--- config.mk ---
export PLATFORM = sky130hd
export DESIGN_NAME = instr_seq
export DESIGN_NICKNAME = d
export VERILOG_FILES = /design/src/rtl/proc_pkg.sv /design/src/rtl/instr_seq_exec_timer.sv /design/src/rtl/instr_seq.sv
export SDC_FILE = /design/constraint.sdc
export NUM_CORES = 1
export LEC_CHECK = 0
export BUFFER_PORTS_ARGS = -buffer_cell sky130_fd_sc_hd__buf_2
export CORE_AREA = 2 2 62 64
export DETAILED_ROUTE_END_ITERATION = 10
export DIE_AREA = 0 0 64 66
export PLACE_DENSITY = 0.83
export SLEW_MARGIN = 30
export SYNTH_ARGS = -nofsm -noshare
export SYNTH_HDL_FRONTEND = slang
export SYNTH_SLANG_ARGS = --single-unit
--- constraint.sdc ---
create_clock -name clk -period 2.03 [get_ports clk]
set_input_delay 0.203 -clock clk [delete_from_list [all_inputs] [get_ports clk]]
set_output_delay 0.203 -clock clk [all_outputs]
set_load 0.1 [all_outputs]
--- src/rtl/proc_pkg.sv ---
// Shared encodings for the 8-bit basic processor: sequencer states, opcodes, instruction fields.
// Combinational helpers only; no latency and no flow control.
package proc_pkg;

    typedef enum logic [2:0] {
        ST_IDLE     = 3'd0,
        ST_FETCH    = 3'd1,
        ST_LOAD     = 3'd2,
        ST_DECODE   = 3'd3,
        ST_IMM      = 3'd4,
        ST_IMM_LOAD = 3'd5,
        ST_EXEC     = 3'd6,
        ST_HALT     = 3'd7
    } state_e;

    localparam logic [3:0] OP_NOP = 4'b0000;
    localparam logic [3:0] OP_MVI = 4'b1100;
    localparam logic [3:0] OP_HLT = 4'b1111;

    localparam int OPC_MSB = 7;
    localparam int OPC_LSB = 4;
    localparam int RSV_BIT = 3;
    localparam int DST_MSB = 2;
    localparam int DST_LSB = 0;

    function automatic logic [3:0] opcode_of(input logic [7:0] instr);
        return instr[OPC_MSB:OPC_LSB];
    endfunction

    function automatic logic [2:0] dst_of(input logic [7:0] instr);
        return instr[DST_MSB:DST_LSB];
    endfunction

endpackage

--- src/rtl/instr_seq_exec_timer.sv ---
// Loadable down-counter; done is high while the count sits at zero (decoded from the flop).
// One cycle from load to the loaded value appearing; no backpressure.
module exec_timer (
    input  logic       clk,
    input  logic       rst,
    input  logic       load,
    input  logic [3:0] load_val,
    input  logic       en,
    output logic       done
);

    logic [3:0] count_q;
    logic [3:0] count_d;

    always_comb begin
        count_d = count_q;
        if (load) begin
            count_d = load_val;
        end else if (en && (count_q != 4'd0)) begin
            count_d = count_q - 4'd1;
        end
    end

    always_ff @(posedge clk or posedge rst) begin
        if (rst) begin
            count_q <= 4'd0;
        end else begin
            count_q <= count_d;
        end
    end

    assign done = (count_q == 4'd0);

endmodule

--- src/rtl/instr_seq.sv ---
// Fetch/decode/execute sequencer: 3+EXEC_CYCLES cycles per single-byte op, 5+EXEC_CYCLES for MVI.
// No backpressure: memory answers one cycle after mem_rd, start is ignored while busy.
module instr_seq #(
    parameter int         EXEC_CYCLES = 3,
    parameter logic [3:0] OP_MVI      = proc_pkg::OP_MVI,
    parameter logic [3:0] OP_HLT      = proc_pkg::OP_HLT
) (
    input  logic       clk,
    input  logic       rst,
    input  logic       start,
    output logic [7:0] mem_addr,
    output logic       mem_rd,
    input  logic [7:0] mem_data,
    output logic [3:0] ctr1,
    output logic       exec_strobe,
    output logic       busy,
    output logic       wr_en,
    output logic [2:0] wr_addr,
    output logic [7:0] wr_data,
    output logic       halted
);
    import proc_pkg::*;

    localparam logic [3:0] EXEC_LAST = 4'(EXEC_CYCLES - 1);

    state_e     state_q, state_d;
    logic [7:0] pc_q, pc_d;
    logic [7:0] ir_q, ir_d;
    logic [7:0] imm_q, imm_d;
    logic       mem_rd_q, mem_rd_d;
    logic [3:0] ctr1_q, ctr1_d;
    logic       exec_strobe_q, exec_strobe_d;
    logic       wr_en_q, wr_en_d;
    logic       go_exec;
    logic       timer_done;
    logic       rsv_unused;

    always_comb begin
        state_d       = state_q;
        pc_d          = pc_q;
        ir_d          = ir_q;
        imm_d         = imm_q;
        mem_rd_d      = 1'b0;
        ctr1_d        = OP_NOP;
        exec_strobe_d = 1'b0;
        wr_en_d       = 1'b0;
        go_exec       = 1'b0;

        case (state_q)
            ST_IDLE, ST_HALT: begin
                if (start) begin
                    state_d  = ST_FETCH;
                    pc_d     = 8'd0;
                    mem_rd_d = 1'b1;
                end
            end
            ST_FETCH: state_d = ST_LOAD;
            ST_LOAD: begin
                ir_d    = mem_data;
                pc_d    = pc_q + 8'd1;
                state_d = ST_DECODE;
            end
            ST_DECODE: begin
                if (opcode_of(ir_q) == OP_HLT) begin
                    state_d = ST_HALT;
                end else if (opcode_of(ir_q) == OP_MVI) begin
                    state_d  = ST_IMM;
                    mem_rd_d = 1'b1;
                end else begin
                    go_exec = 1'b1;
                end
            end
            ST_IMM: state_d = ST_IMM_LOAD;
            ST_IMM_LOAD: begin
                imm_d   = mem_data;
                pc_d    = pc_q + 8'd1;
                go_exec = 1'b1;
            end
            ST_EXEC: begin
                if (timer_done) begin
                    state_d  = ST_FETCH;
                    mem_rd_d = 1'b1;
                end else begin
                    ctr1_d = opcode_of(ir_q);
                end
            end
            default: state_d = ST_IDLE;
        endcase

        // Outputs are registered, so the first EXEC cycle's values are set on entry.
        if (go_exec) begin
            state_d       = ST_EXEC;
            ctr1_d        = opcode_of(ir_q);
            exec_strobe_d = 1'b1;
            wr_en_d       = (opcode_of(ir_q) == OP_MVI);
        end
    end

    always_ff @(posedge clk or posedge rst) begin
        if (rst) begin
            state_q       <= ST_IDLE;
            pc_q          <= 8'd0;
            ir_q          <= 8'd0;
            imm_q         <= 8'd0;
            mem_rd_q      <= 1'b0;
            ctr1_q        <= OP_NOP;
            exec_strobe_q <= 1'b0;
            wr_en_q       <= 1'b0;
        end else begin
            state_q       <= state_d;
            pc_q          <= pc_d;
            ir_q          <= ir_d;
            imm_q         <= imm_d;
            mem_rd_q      <= mem_rd_d;
            ctr1_q        <= ctr1_d;
            exec_strobe_q <= exec_strobe_d;
            wr_en_q       <= wr_en_d;
        end
    end

    exec_timer u_exec_timer (
        .clk      (clk),
        .rst      (rst),
        .load     (go_exec),
        .load_val (EXEC_LAST),
        .en       (state_q == ST_EXEC),
        .done     (timer_done)
    );

    assign rsv_unused  = ir_q[RSV_BIT];
    assign mem_addr    = pc_q;
    assign mem_rd      = mem_rd_q;
    assign ctr1        = ctr1_q;
    assign exec_strobe = exec_strobe_q;
    assign wr_en       = wr_en_q;
    assign wr_addr     = dst_of(ir_q);
    assign wr_data     = imm_q;
    assign busy        = (state_q != ST_IDLE) && (state_q != ST_HALT);
    assign halted      = (state_q == ST_HALT);

endmodule

==> impl_metrics.ini, run 1 <==
[global_route]
grt_use_total = 0.172
grt_max_degree = 38
grt_pass1_wl_mm = 5.46
grt_pass1_vias = 1217
antenna_found_initial = 0
gr-total-overflow = 0

[finish]
antenna_cells = 0
final_cells = 245
drive_gt1_frac = 0.325
finish.utilization = 0.576
final_nets = 210
syn_to_final_growth_pct = 17.8

[routing]
ant_nets = 0
routed_wirelength_mm = 3.33
via_per_inst = 5.29
dr.pass1.iters = 4
first_iter_violations = 65
wl_per_cell_um = 13.6
via_count = 1296
drc_errors = 0

[sta]
tightestPinTransition_ns = 0.556
clock_skew_ns = 0.00596
finalMaxSlewViolations = 0
fmax_mhz = 517
rsz0062_at_grt = no
hold_viol = 0
setup-violations-final = 0
period_share = 0.952
fin_hold_ws_ns = 0.0616
slew_headroom = 0.624
fin_crit_ns = 1.93

[setup_path]
endpoint_kind = primary output
slowest_delay_ns = 0.43
crit_fanout = 9
critPathRequiredTime_ns = 1.83
slowest_stage = dfrtp_1
start_kind = flip-flop
crit_chain = buf_4 -> and3_1 -> nor2_4 -> buf_2
path_class = reg2out
worstPathArrival_ns = 1.73

[synthesis]
ys_seq_elements = 37
synth.distinct_cells = 42
yosysWarnings = 0
syn_inst = 152
ys_seq_area_frac = 0.534
avgSynthCellArea_sq_um = 11.4
mappedNetlistArea_sq_mm = 0.00174
synthesis.nets = 166

[die]
dieArea_sq_mm = 0.00422
num_rows = 22
initial_core_util = 0.489
dieHeight_um = 66
fp.dieW_um = 64
coreArea_sq_mm = 0.00355
ios = 39

[placed_design]
dp_hpwl_mm = 2.42
post-place-cells = 236
gp_congestion = 0.884
port_buffers = 38

[hold_path]
hp-class = in2reg

[clock_network]
post_cts_buffers = 0
clockRootBuffer = clkbuf_4
cts_buffers = 5
ctsResizeCount = 0
hold_buffers = 1
clock_sinks = 37
path_clk_slew_ns = 0.11
clock_latency_ns = 0.36
htree_num_levels = 2
cts.path.max_buffers = 2
cts_tree = done

[flow_run]
max-cap-violations = 0

[outcome]
status = completed
-- metal layers --
metal / GRT usage / vias up / share of wire
met3: 0.0409 / 8 / 0.046
met1: 0.192 / 629 / 0.42
met5: 0 / - / 0
met4: 0.0815 / 0 / 0.020
li1: - / 624 / -
met2: 0.306 / 35 / 0.51
-- through the flow --
step / area, sq um / worst slack, ns / setup TNS, ns
CTS: 2040 / 0.0922 / 0
global placement: 1980 / 0.440 / 0
floorplan: 1740 / -0.0183 / -0.0352
detailed placement: 1980 / 0.416 / 0
finish: 2040 / 0.0974 / 0
global route: 2040 / 0.0441 / 0
-- worst paths after layout --
kind	startpoint	endpoint	slack (ns)	depth (start not counted)
min reg2reg	mem_addr[7]	mem_addr[7]	0.48	1
max in group asynchronous	rst	mem_rd	1.24	4
min	mem_data[2]	ir_q[2]	0.06	2
max	state_q[2]	busy	0.1	4
min in group asynchronous	rst	wr_data[1]	0.47	4
max reg2reg	state_q[2]	u_exec_timer.count_q[1]	0.39	5
-- worst max-delay path: cells and delay by family, from the launching register on --
| kind | cells | cell delay, ns |
|---|---|---|
| flops | 1 | 0.43 |
| buf+inv | 2 | 0.61 |
| simple gates | 2 | 0.33 |
-- Yosys cell counts, drive strengths merged --
cell    number  area [sq um]
o21ai        7          35.0
a32oi        1          8.76
nor2        10          37.5
nand3        5          25.0
a21oi        7          38.8
clkbuf       2          7.51
a211o        1          8.76
o22ai        1          6.26
a311o        1          10.0
o31ai        1          12.5
or3b         1          8.76
xnor2        3          26.3
nand4        1          6.26
a22o         4          35.0
mux2        15           169
nand2        9          41.3
o41ai        1          8.76
mux2i        3          30.0
ha           3          37.5
o22a         1          8.76
a31oi        1          6.26
nand3b       2          15.0
nor4         1          6.26
inv          8          30.0
o21bai       1          7.51
and3         1          6.26
nor2b        3          18.8
nor4b        2          17.5
xor2         2          17.5
nor3         2          10.0
nor3b        1          7.51
a41oi        1          8.76
and2         5          31.3
buf          7          55.1
dfrtp       37           926
o311a        1          10.0
-- layout by cell type (no fill, tap or decap), types with 2 or more instances in the layout --
cell type	Yosys	final
mux2_2	8	8
dfrtp_1	37	37
nand2_1	8	8
buf_4	3	7
nor4b_1	2	2
nor3_1	2	2
and2_1	5	5
nand3b_1	2	2
o21ai_1	4	4
a21oi_1	6	6
o21ai_0	3	3
mux2_1	7	7
buf_2	2	38
ha_1	3	3
nor2b_1	3	3
a22o_1	4	4
mux2i_1	3	3
nor2_1	10	9
nand3_1	5	5
clkinv_2	0	2
clkbuf_4	0	5
xor2_1	2	2
xnor2_1	3	3
inv_1	8	8
-- kinds of logic after synthesis --
logic type               Yosys count  synth area share
AO/OA/AOI/OAI                     29             0.118
XOR/XNOR                           5            0.0252
adder cells (fa/ha/maj)            3            0.0216
buffers and inverters             17            0.0534
flip-flops                        37             0.534
multiplexers                      18             0.115
AND/OR/NAND/NOR                   43             0.133
-- registers in the layout, summed over array words and instances, names as in the netlist --
register and count:
exec_strobe 1, ctr1 4, state_q 3, u_exec_timer.count_q 4
wr_en 1, mem_addr 8, ir_q 7, wr_data 8
mem_rd 1
-- cell type report --
| cell class | instances | area [sq um] |
|---|---|---|
| clock buffer | 6 | 41.3 |
| fill | 289 | 1510 |
| clock inverter | 2 | 10.0 |
| inverter | 8 | 30.0 |
| sequential | 37 | 926 |
| timing repair buffer | 46 | 253 |
| multi-input combinational | 98 | 724 |
| tap | 48 | 60.1 |
Power of run 1 is not shown: default switching activity piles up to over one toggle a cycle in this logic, so the estimate is an artifact.
==> run 2: changes to the inputs <==
--- a/config.mk
+++ b/config.mk
@@ -6,9 +6,9 @@
 export NUM_CORES = 1
 export LEC_CHECK = 0
 export BUFFER_PORTS_ARGS = -buffer_cell sky130_fd_sc_hd__buf_2
-export CORE_AREA = 2 2 62 64
+export CORE_AREA = 10 10 70 72
 export DETAILED_ROUTE_END_ITERATION = 10
-export DIE_AREA = 0 0 64 66
+export DIE_AREA = 0 0 80 82
 export PLACE_DENSITY = 0.83
 export SLEW_MARGIN = 30
 export SYNTH_ARGS = -nofsm -noshare
==> impl_metrics.ini, run 2 (synthesis results as in run 1) <==
[outcome]
status = completed

[sta]
rsz0062_at_grt = no
fmax_mhz = 521
tightestPinTransition_ns = 0.480
slew_headroom = 0.676
setup-violations-final = 0
period_share = 0.945
clock_skew_ns = 0.00769
finalMaxSlewViolations = 0
fin_crit_ns = 1.92
hold_viol = 0

[die]
coreArea_sq_mm = 0.00358
num_rows = 22
dieHeight_um = 82
ios = 39
fp.dieW_um = 80
dieArea_sq_mm = 0.00656
initial_core_util = 0.485

[setup_path]
reg2reg_to = mem_addr[7]
crit_fanout = 10
endpoint = busy
worstPathArrival_ns = 1.71
start_kind = flip-flop
critPathRequiredTime_ns = 1.83
r2r-start = state_q[2]
path_class = reg2out
rrSetupSlack_ns = 0.33
cp-startpoint = state_q[2]
endpoint_kind = primary output
r2r_cells = 4

[global_route]
grt_pass1_wl_mm = 5.97
grt_pass1_vias = 1291
grt_max_degree = 38
gr-total-overflow = 0
antenna_found_initial = 0
grt_use_total = 0.114

[hold_path]
hp-class = in2reg

[finish]
antenna_cells = 0
layout_common_cells = dfrtp_1 (37), buf_2 (36), nor2_1 (9)
final_cells = 244
fillers = 322
final_nets = 209
drive_gt1_frac = 0.321
layout_commonest_cell = dfrtp_1
syn_to_final_growth_pct = 17.7

[routing]
routed_wirelength_mm = 3.56
first_iter_violations = 45
drc_errors = 0
wl_per_cell_um = 14.6
via_per_inst = 5.26
dr.pass1.iters = 4
via_count = 1283
ant_nets = 0

[clock_network]
clock_latency_ns = 0.33
htree_num_levels = 2
cts_tree = done
clock_sinks = 37
clockRootBuffer = clkbuf_4
cts_buffers = 5
path_clk_slew_ns = 0.11
cts.path.max_buffers = 2

[placed_design]
port_buffers = 38
dp_hpwl_mm = 2.67
post-place-cells = 235
gp_congestion = 0.745

[flow_run]
max-cap-violations = 0
run 2: worst max-delay path: stages (launching register included):
cell and delay [ns]:
dfrtp_1 0.50, buf_4 0.21, nor3_1 0.35, nor2_4 0.04, clkbuf_4 0.29
run 2: how the worst min path moves through the flow:
stage | from | depth (start not counted) | slack, ns | end
after floorplan | mem_data[0] | 1 | 0.33 | ir_q[0]
after global placement | rst | 3 | 0.33 | mem_addr[4]
after detailed placement | rst | 3 | 0.33 | mem_addr[3]
after CTS | mem_data[1] | 2 | 0.08 | ir_q[1]
after global routing | mem_data[1] | 2 | 0.07 | ir_q[1]
final | mem_data[1] | 2 | 0.09 | ir_q[1]
run 2: what timing repair did:
item	CTS	global route
setup endpoints to repair	0	2
hold endpoints to repair	37	0
resized for setup	0	2
setup buffers	0	0
hold buffers	1	0
run 2: cell type report:
| cell class | instances | area [sq um] | share of cell area |
|---|---|---|---|
| Clock buffer | 6 | 41.3 | 0.0202 |
| Clock inverter | 2 | 10.0 | 0.00490 |
| Inverter | 8 | 30.0 | 0.0147 |
| Multi-Input combinational cell | 98 | 724 | 0.355 |
| Sequential cell | 37 | 926 | 0.453 |
| Tap cell | 48 | 60.1 | 0.0294 |
| Timing Repair Buffer | 45 | 250 | 0.123 |
run 2: per-layer routing:
metal | wire [um] | track usage | vias to the layer above | part of all wire
met1 | 1530 | 0.124 | 625 | 0.43
li1 | - | - | 624 | -
met3 | 224 | 0.0579 | 6 | 0.063
met5 | 0 | 0 | - | 0
met4 | 64 | 0.0387 | 0 | 0.018
met2 | 1750 | 0.190 | 28 | 0.49
run 2: per-stage QoR:
stage	hold WS, ns	setup WS [ns]	setup TNS, ns	utilization	instance area (sq um)
after floorplan	0.335	-0.0183	-0.0352	-	1740
after global placement	0.325	0.398	0	0.552	1980
after detailed placement	0.333	0.356	0	0.552	1980
after CTS	0.0767	0.0109	0	0.569	2040
after global routing	0.0686	0.00991	0	0.571	2040
final	0.0877	0.112	0	0.571	2040
Power of run 2 is left out for the same reason.
